### src/rtl/verifica_pin.sv
// PIN verifier: checks captured keypad PINs against a stored master PIN, paces
// a lockout after repeated failures and lets upstream logic reprogram the master.
module verifica_pin #(
  parameter int unsigned MAX_TRIES   = 3,
  parameter int unsigned LOCK_TICKS  = 30,
  parameter logic [15:0] DEFAULT_PIN = 16'h1234
) (
  input  logic                             clock,
  input  logic                             reset,
  input  logic [16:0]                      pin_in,
  input  logic                             tick_1hz,
  input  logic                             prog_en,
  output logic                             granted,
  output logic                             denied,
  output logic                             prog_done,
  output logic                             locked_out,
  output logic [$clog2(MAX_TRIES+1)-1:0]   tries_left,
  output logic [7:0]                       lock_remain
);

  localparam int unsigned       TriesW    = $clog2(MAX_TRIES + 1);
  localparam logic [TriesW-1:0] MaxTries  = TriesW'(MAX_TRIES);
  localparam logic [7:0]        LockTicks = 8'(LOCK_TICKS);

  typedef enum logic [1:0] {StIdle, StCheck, StResult, StLockout} state_e;
  typedef enum logic [1:0] {OutNone, OutGrant, OutDeny, OutProg} outcome_e;

  state_e              state_q, state_d;
  outcome_e            outcome_q, outcome_d;
  logic                status_q;
  logic [15:0]         digits_q, digits_d;
  logic                prog_q, prog_d;
  logic [15:0]         master_q, master_d;
  logic [TriesW-1:0]   fail_cnt_q, fail_cnt_d;
  logic [TriesW-1:0]   tries_left_q, tries_left_d;
  logic [7:0]          lock_remain_q, lock_remain_d;
  logic                granted_q, granted_d;
  logic                denied_q, denied_d;
  logic                prog_done_q, prog_done_d;

  logic status_rise;
  logic digits_valid;

  assign status_rise  = pin_in[16] & ~status_q;
  assign digits_valid = (digits_q[15:12] <= 4'd9) && (digits_q[11:8] <= 4'd9) &&
                        (digits_q[7:4]   <= 4'd9) && (digits_q[3:0]  <= 4'd9);

  always_comb begin
    state_d       = state_q;
    outcome_d     = outcome_q;
    digits_d      = digits_q;
    prog_d        = prog_q;
    master_d      = master_q;
    fail_cnt_d    = fail_cnt_q;
    tries_left_d  = tries_left_q;
    lock_remain_d = lock_remain_q;
    granted_d     = 1'b0;
    denied_d      = 1'b0;
    prog_done_d   = 1'b0;

    unique case (state_q)
      StIdle: begin
        if (status_rise) begin
          digits_d = pin_in[15:0];
          prog_d   = prog_en;
          state_d  = StCheck;
        end
      end

      StCheck: begin
        state_d = StResult;
        if (prog_q) begin
          // Reprogramming never touches the failure counter, valid or not.
          if (digits_valid) begin
            master_d  = digits_q;
            outcome_d = OutProg;
          end else begin
            outcome_d = OutDeny;
          end
        end else if (digits_valid && (digits_q == master_q)) begin
          outcome_d  = OutGrant;
          fail_cnt_d = '0;
        end else begin
          outcome_d  = OutDeny;
          fail_cnt_d = fail_cnt_q + 1'b1;
        end
      end

      StResult: begin
        granted_d    = (outcome_q == OutGrant);
        denied_d     = (outcome_q == OutDeny);
        prog_done_d  = (outcome_q == OutProg);
        tries_left_d = MaxTries - fail_cnt_q;
        if (fail_cnt_q == MaxTries) begin
          // Loading here means a tick in this same cycle is simply lost.
          state_d       = StLockout;
          lock_remain_d = LockTicks;
        end else begin
          state_d = StIdle;
        end
      end

      StLockout: begin
        if (tick_1hz) begin
          lock_remain_d = lock_remain_q - 8'd1;
          if (lock_remain_q <= 8'd1) begin
            lock_remain_d = 8'd0;
            state_d       = StIdle;
            fail_cnt_d    = '0;
            tries_left_d  = MaxTries;
          end
        end
      end

      default: state_d = StIdle;
    endcase
  end

  always_ff @(posedge clock or negedge reset) begin
    if (!reset) begin
      state_q       <= StIdle;
      outcome_q     <= OutNone;
      status_q      <= 1'b0;
      digits_q      <= '0;
      prog_q        <= 1'b0;
      master_q      <= DEFAULT_PIN;
      fail_cnt_q    <= '0;
      tries_left_q  <= MaxTries;
      lock_remain_q <= 8'd0;
      granted_q     <= 1'b0;
      denied_q      <= 1'b0;
      prog_done_q   <= 1'b0;
    end else begin
      state_q       <= state_d;
      outcome_q     <= outcome_d;
      status_q      <= pin_in[16];
      digits_q      <= digits_d;
      prog_q        <= prog_d;
      master_q      <= master_d;
      fail_cnt_q    <= fail_cnt_d;
      tries_left_q  <= tries_left_d;
      lock_remain_q <= lock_remain_d;
      granted_q     <= granted_d;
      denied_q      <= denied_d;
      prog_done_q   <= prog_done_d;
    end
  end

  assign granted     = granted_q;
  assign denied      = denied_q;
  assign prog_done   = prog_done_q;
  assign locked_out  = (state_q == StLockout);
  assign tries_left  = tries_left_q;
  assign lock_remain = lock_remain_q;

  pulses_exclusive_a : assert property (@(posedge clock) disable iff (!reset)
    $onehot0({granted, denied, prog_done}));

  lock_count_consistent_a : assert property (@(posedge clock) disable iff (!reset)
    locked_out == (lock_remain != 8'd0));

endmodule

### config.mk
export PLATFORM = sky130hd
export DESIGN_NAME = verifica_pin
export DESIGN_NICKNAME = d
export VERILOG_FILES = /design/src/rtl/verifica_pin.sv
export SDC_FILE = /design/constraint.sdc
export NUM_CORES = 1
export LEC_CHECK = 0
export CAP_MARGIN = 20
export CORE_ASPECT_RATIO = 1.4
export CORE_MARGIN = 1
export CORE_UTILIZATION = 51
export CTS_BUF_LIST = sky130_fd_sc_hd__clkbuf_2 sky130_fd_sc_hd__clkbuf_4 sky130_fd_sc_hd__clkbuf_8
export CTS_CLUSTER_SIZE = 8
export DETAILED_ROUTE_END_ITERATION = 6
export GPL_TIMING_DRIVEN = 1
export PLACE_DENSITY = 0.78
export SLEW_MARGIN = 20
export SYNTH_ARGS = -nofsm -noshare
export SYNTH_HDL_FRONTEND = slang
export SYNTH_SLANG_ARGS = --single-unit
### constraint.sdc
create_clock -name clock -period 1.8 [get_ports clock]
set_input_delay 0.54 -clock clock [delete_from_list [all_inputs] [get_ports clock]]
set_output_delay 0.54 -clock clock [all_outputs]
set_load 0.03 [all_outputs]
After elaboration in Yosys (flattened, before gate mapping) --
Cells that the tools add are included.
Word-level totals: register bits after elaboration 53, output and inout port bits 14, bits of input ports 21, word-level logic and storage cells 69
Operators by class: reductions and logical operators 13, add/subtract/negate cells 3, multiplexer cells 21, eq/ne operators 13, $lt $le $gt $ge 5, bitwise operators 2
Operators by type and width (number):
- 2-to-1 mux 8 bit | 3
- 2-to-1 mux 2 bit | 10
- == test 16 bit | 1
- less-or-equal comparator 4 bit (second input constant) | 4
- one-hot mux 8 bit (2 select lines) | 1
- AND reduction 3 bit | 4
- == test 2 bit (second input constant) | 5
- less-or-equal comparator 8 x 1 -> 1 bit (second input constant) | 1
- != test 2 bit (second input constant) | 4
- one-hot mux 2 bit (2 select lines) | 2
- one-hot mux 2 bit (4 select lines) | 1
- subtractor 8 x 1 -> 8 bit (second input constant) | 1
- == test 2 x 1 -> 1 bit (second input constant) | 2
- logical AND 1 bit | 4
- 2-to-1 mux 1 bit | 4
- AND reduction 4 bit | 1
- nonzero test 2 bit | 2
- adder 2 x 1 -> 2 bit (second input constant) | 1
- logical NOT 2 bit | 1
- != test 2 x 1 -> 1 bit (second input constant) | 1
- AND reduction 2 bit | 1
- subtractor 2 bit (first input constant) | 1
- bitwise AND 1 bit | 1
- NOT 1 bit | 1

Logic depth before layout (Yosys ltp) --
depth in word-level cells 8, depth in mapped cells 8, gate-level depth less buffers 7

Worst setup path before layout --
No wires, ideal clock.
path kind register to register, start register lock_remain_q[0] (netlist: lock_remain[0]), end register lock_remain_q[6] (netlist: lock_remain[6]), setup slack -215 ps, required time 1722 ps, data arrival time 1937 ps, stages on the path, launching flop included 8, library setup time 78 ps, cells stage by stage dfrtp_1 > inv_1 > ha_1 > nor2_1 > nor4b_2 > or3_1 > or4_1 > o21ai_1
On the way: cells in the longest elaborated chain, start to end 4
RTL lines:
- start: declaration | line 36 | logic [7:0] lock_remain_q, lock_remain_d;
- start signal: assignment | line 142 | lock_remain_q <= lock_remain_d;
- subtractor 8 x 1 -> 8 bit / less-or-equal comparator 8 x 1 -> 1 bit (equally long branches) | line 105, 106
- 2-to-1 mux 8 bit (*) | line 106 | if (lock_remain_q <= 8'd1) begin
- 2-to-1 mux 8 bit (*) | line 104 | if (tick_1hz) begin
- one-hot mux 8 bit (2 select lines) (*) | line 61 | unique case (state_q)
Mark *: on every way between the ends. The rest lies on a longest branch, timed or not. The select of a mux whose other input is x is not followed. A chain may end at the register's enable or synchronous reset.

Worst setup path in the final report --
Same ends and word-level chain as after synthesis.

==> flow_summary.json <==
{
  "drive_above_1_share_pct": 37.2,
  "viasPerCell": 5.47,
  "p_leak_nw": 1.44,
  "whs_ns": 0.205,
  "synth_cell_types": 40,
  "yosys_warnings": 0,
  "cts_sinks": 53,
  "final.period_utilization_pct": 104,
  "initial_core_util_pct": 53.6,
  "synth_area_um2": 2450,
  "grt_remaining_overflow": 0,
  "ys.flop_type": "dfrtp_1",
  "grt.met1_usage_pct": 22.6,
  "place_area_um2": 3020,
  "max_cap_viol_count": 0,
  "dp_hpwl_mm": 3.23,
  "numPortBuffers": 34,
  "status": "complete, but fails checks",
  "reg2regPathDepth": 6,
  "cts_tree": "yes",
  "ys_seq_elements": 53,
  "groute.usage.overall_pct": 20.3,
  "r2r-end": "lock_remain[6]",
  "synth_edf_count": 0,
  "clkSlewWorstSetupHoldPaths_ns": 0.09,
  "crit_start": "lock_remain[0]",
  "design.portCount": 35,
  "drtPass1Iterations": 4,
  "insertion_delay_ns": 0.30,
  "antenna_found_initial": 0,
  "grt_pass1_vias": 1828,
  "wire_per_inst_um": 14.5,
  "tightest_slew_ns": 0.364,
  "max-vdd-ir-drop_v": 0.000501,
  "synth_area_leader_cell": "dfrtp_1",
  "die_w_um": 60.6,
  "synth-seq-area-share_pct": 54.5,
  "max_freq_ghz": 0.534,
  "period_minus_slack_ns": 1.87,
  "clock-root-buffer": "clkbuf_8",
  "skew_ns": 0.00938,
  "cts_buffer_depth": 2,
  "synthCells": 198,
  "syn_avg_cell_area_um2": 12.4,
  "async_reset_ff_share_pct": 100,
  "violations": "setup timing",
  "grt_pass1_wl_mm": 7.77,
  "h-tree-depth": 2,
  "wl_mm": 4.67,
  "fillers": 359,
  "hold_path.class": "in2async",
  "mostFrequentLayoutCells": "42 x dfrtp_1, 32 x mux2_2, 23 x buf_4",
  "worst-setup-path-type": "reg2reg",
  "final_hold_viol_count": 0,
  "start_kind": "flop",
  "rsz0062_at_grt": "yes",
  "grtUsageMet3_pct": 3.72,
  "ant_nets": 0,
  "grt_start_max_net_pins": 54,
  "cts_inserted_buffers": 5,
  "worstReg2RegStart": "lock_remain[0]",
  "drc": 0,
  "slew_viol_final": 0,
  "drt_iter0_markers": 96,
  "fin_tns_setup_ns": -0.0720,
  "rows": 29,
  "critPathMaxFanout": 7,
  "die_h_um": 84.0,
  "syn-num-nets": 222,
  "worstPathArrival_ns": 2.11,
  "cp-end-kind": "flop",
  "worst_ep_required_time_ns": 2.04,
  "ys_top_cells_by_area": "dfrtp_1 47%, mux2_2 15%, dfstp_2 7.5%, xnor2_1 2.9%, xor2_1 2.9%",
  "cts_hold_buf": 0,
  "diodes": 0,
  "layout_commonest_cell": "dfrtp_1",
  "nNetsFinal": 284,
  "core_um2": 4570,
  "design_area_um2": 3220,
  "global_route.usage.met2_pct": 36.6,
  "power_density_nw_per_um2": 817,
  "top_usage_layer": "met2",
  "vias": 1767,
  "area_growth_pct": 31.5,
  "setup_ws_ns": -0.0720,
  "gp_congestion": 0.818,
  "power_mw": 2.63,
  "setup_viol": 1,
  "reg2reg_slack_ns": -0.07,
  "slew_headroom_pct": 75.6,
  "synth_top_area_share_pct": 47.0,
  "dieArea_um2": 5090
}
[metrics by stage]
step	utilization [%]	instances	worst slack, ns
after floorplan	-	198	0.000698
after global placement	66.0	306	-0.374
after detailed placement	66.0	306	-0.417
after CTS	68.4	319	-0.0569
after global routing	70.5	323	-0.117
final	70.5	323	-0.0720
[registers in the layout, indices dropped and copies added, names as in the netlist]
signal	count
prog_done	1
digits_q	16
denied	1
status_q	1
tries_left	2
master_q	16
fail_cnt_q	2
lock_remain	8
outcome_q	2
state_q	2
granted	1
prog_q	1
[critical path, cell delays in order (launching register included)]
cell and delay (ns):
dfrtp_2 0.48, inv_2 0.08, ha_4 0.15, buf_4 0.11, or3b_4 0.38, or4_1 0.48, o21ai_1 0.12
[logic make-up after synthesis]
group	count (synthesis)	synth area share, %
compound gates	32	7.91
xor+xnor	16	5.72
fa+ha+maj	3	1.53
buf+inv	8	1.89
flops	53	54.5
mux	34	15.8
simple gates	52	12.7
[what timing repair did]
item	4_1_cts	5_1_grt
endpoints found under the setup margin	17	8
setup buffers	5	5
gates resized for setup	16	16
hold endpoints to repair	0	0
pin swaps	5	7
[cells in the mapped netlist, types with 2 or more instances]
library cell and instances:
buf_4 4, nand2_1 8, ha_1 3, a31oi_1 2, o22a_1 3, o21ai_0 11
xnor2_1 8, nand4_1 3, dfrtp_1 46, mux2_2 32, nor4_1 3, nand2b_1 3
a2bb2oi_1 2, nand3_1 4, xor2_1 8, nor3_1 7, or3_1 2, dfstp_2 7
inv_1 3, nor2_1 10, and3_1 2, a21oi_1 9
[worst max path at each step]
stage                     endpoint  slack (ns)  cells after the start
floorplan           lock_remain[6]      0.0007                      7
global placement    lock_remain[6]       -0.37                      6
detailed placement  lock_remain[6]       -0.42                      6
CTS                 lock_remain[6]       -0.06                      7
global route        lock_remain[6]       -0.12                      7
finish              lock_remain[6]       -0.07                      6
[where the power goes]
part	internal (mW)	switching [mW]
registers	1.28	0.100
clock network	0.269	0.373
logic	0.296	0.317
total	1.84	0.790
[area by class of cell]
cell class	instances	area, µm²	area share, %
flip-flops and latches	53	1340	41.6
well taps	62	77.6	2.41
repair buffers	60	556	17.2
clock inverters	3	17.5	0.543
multi-input cells	137	1150	35.7
inverters	3	13.8	0.427
clock buffers	5	68.8	2.13
[metal layers]
layer	vias to the layer above	wire length, µm
li1	837	-
met1	867	1880
met5	-	0
met4	0	66
met3	8	168
met2	55	2550
Power figures use the tool's default switching activity.
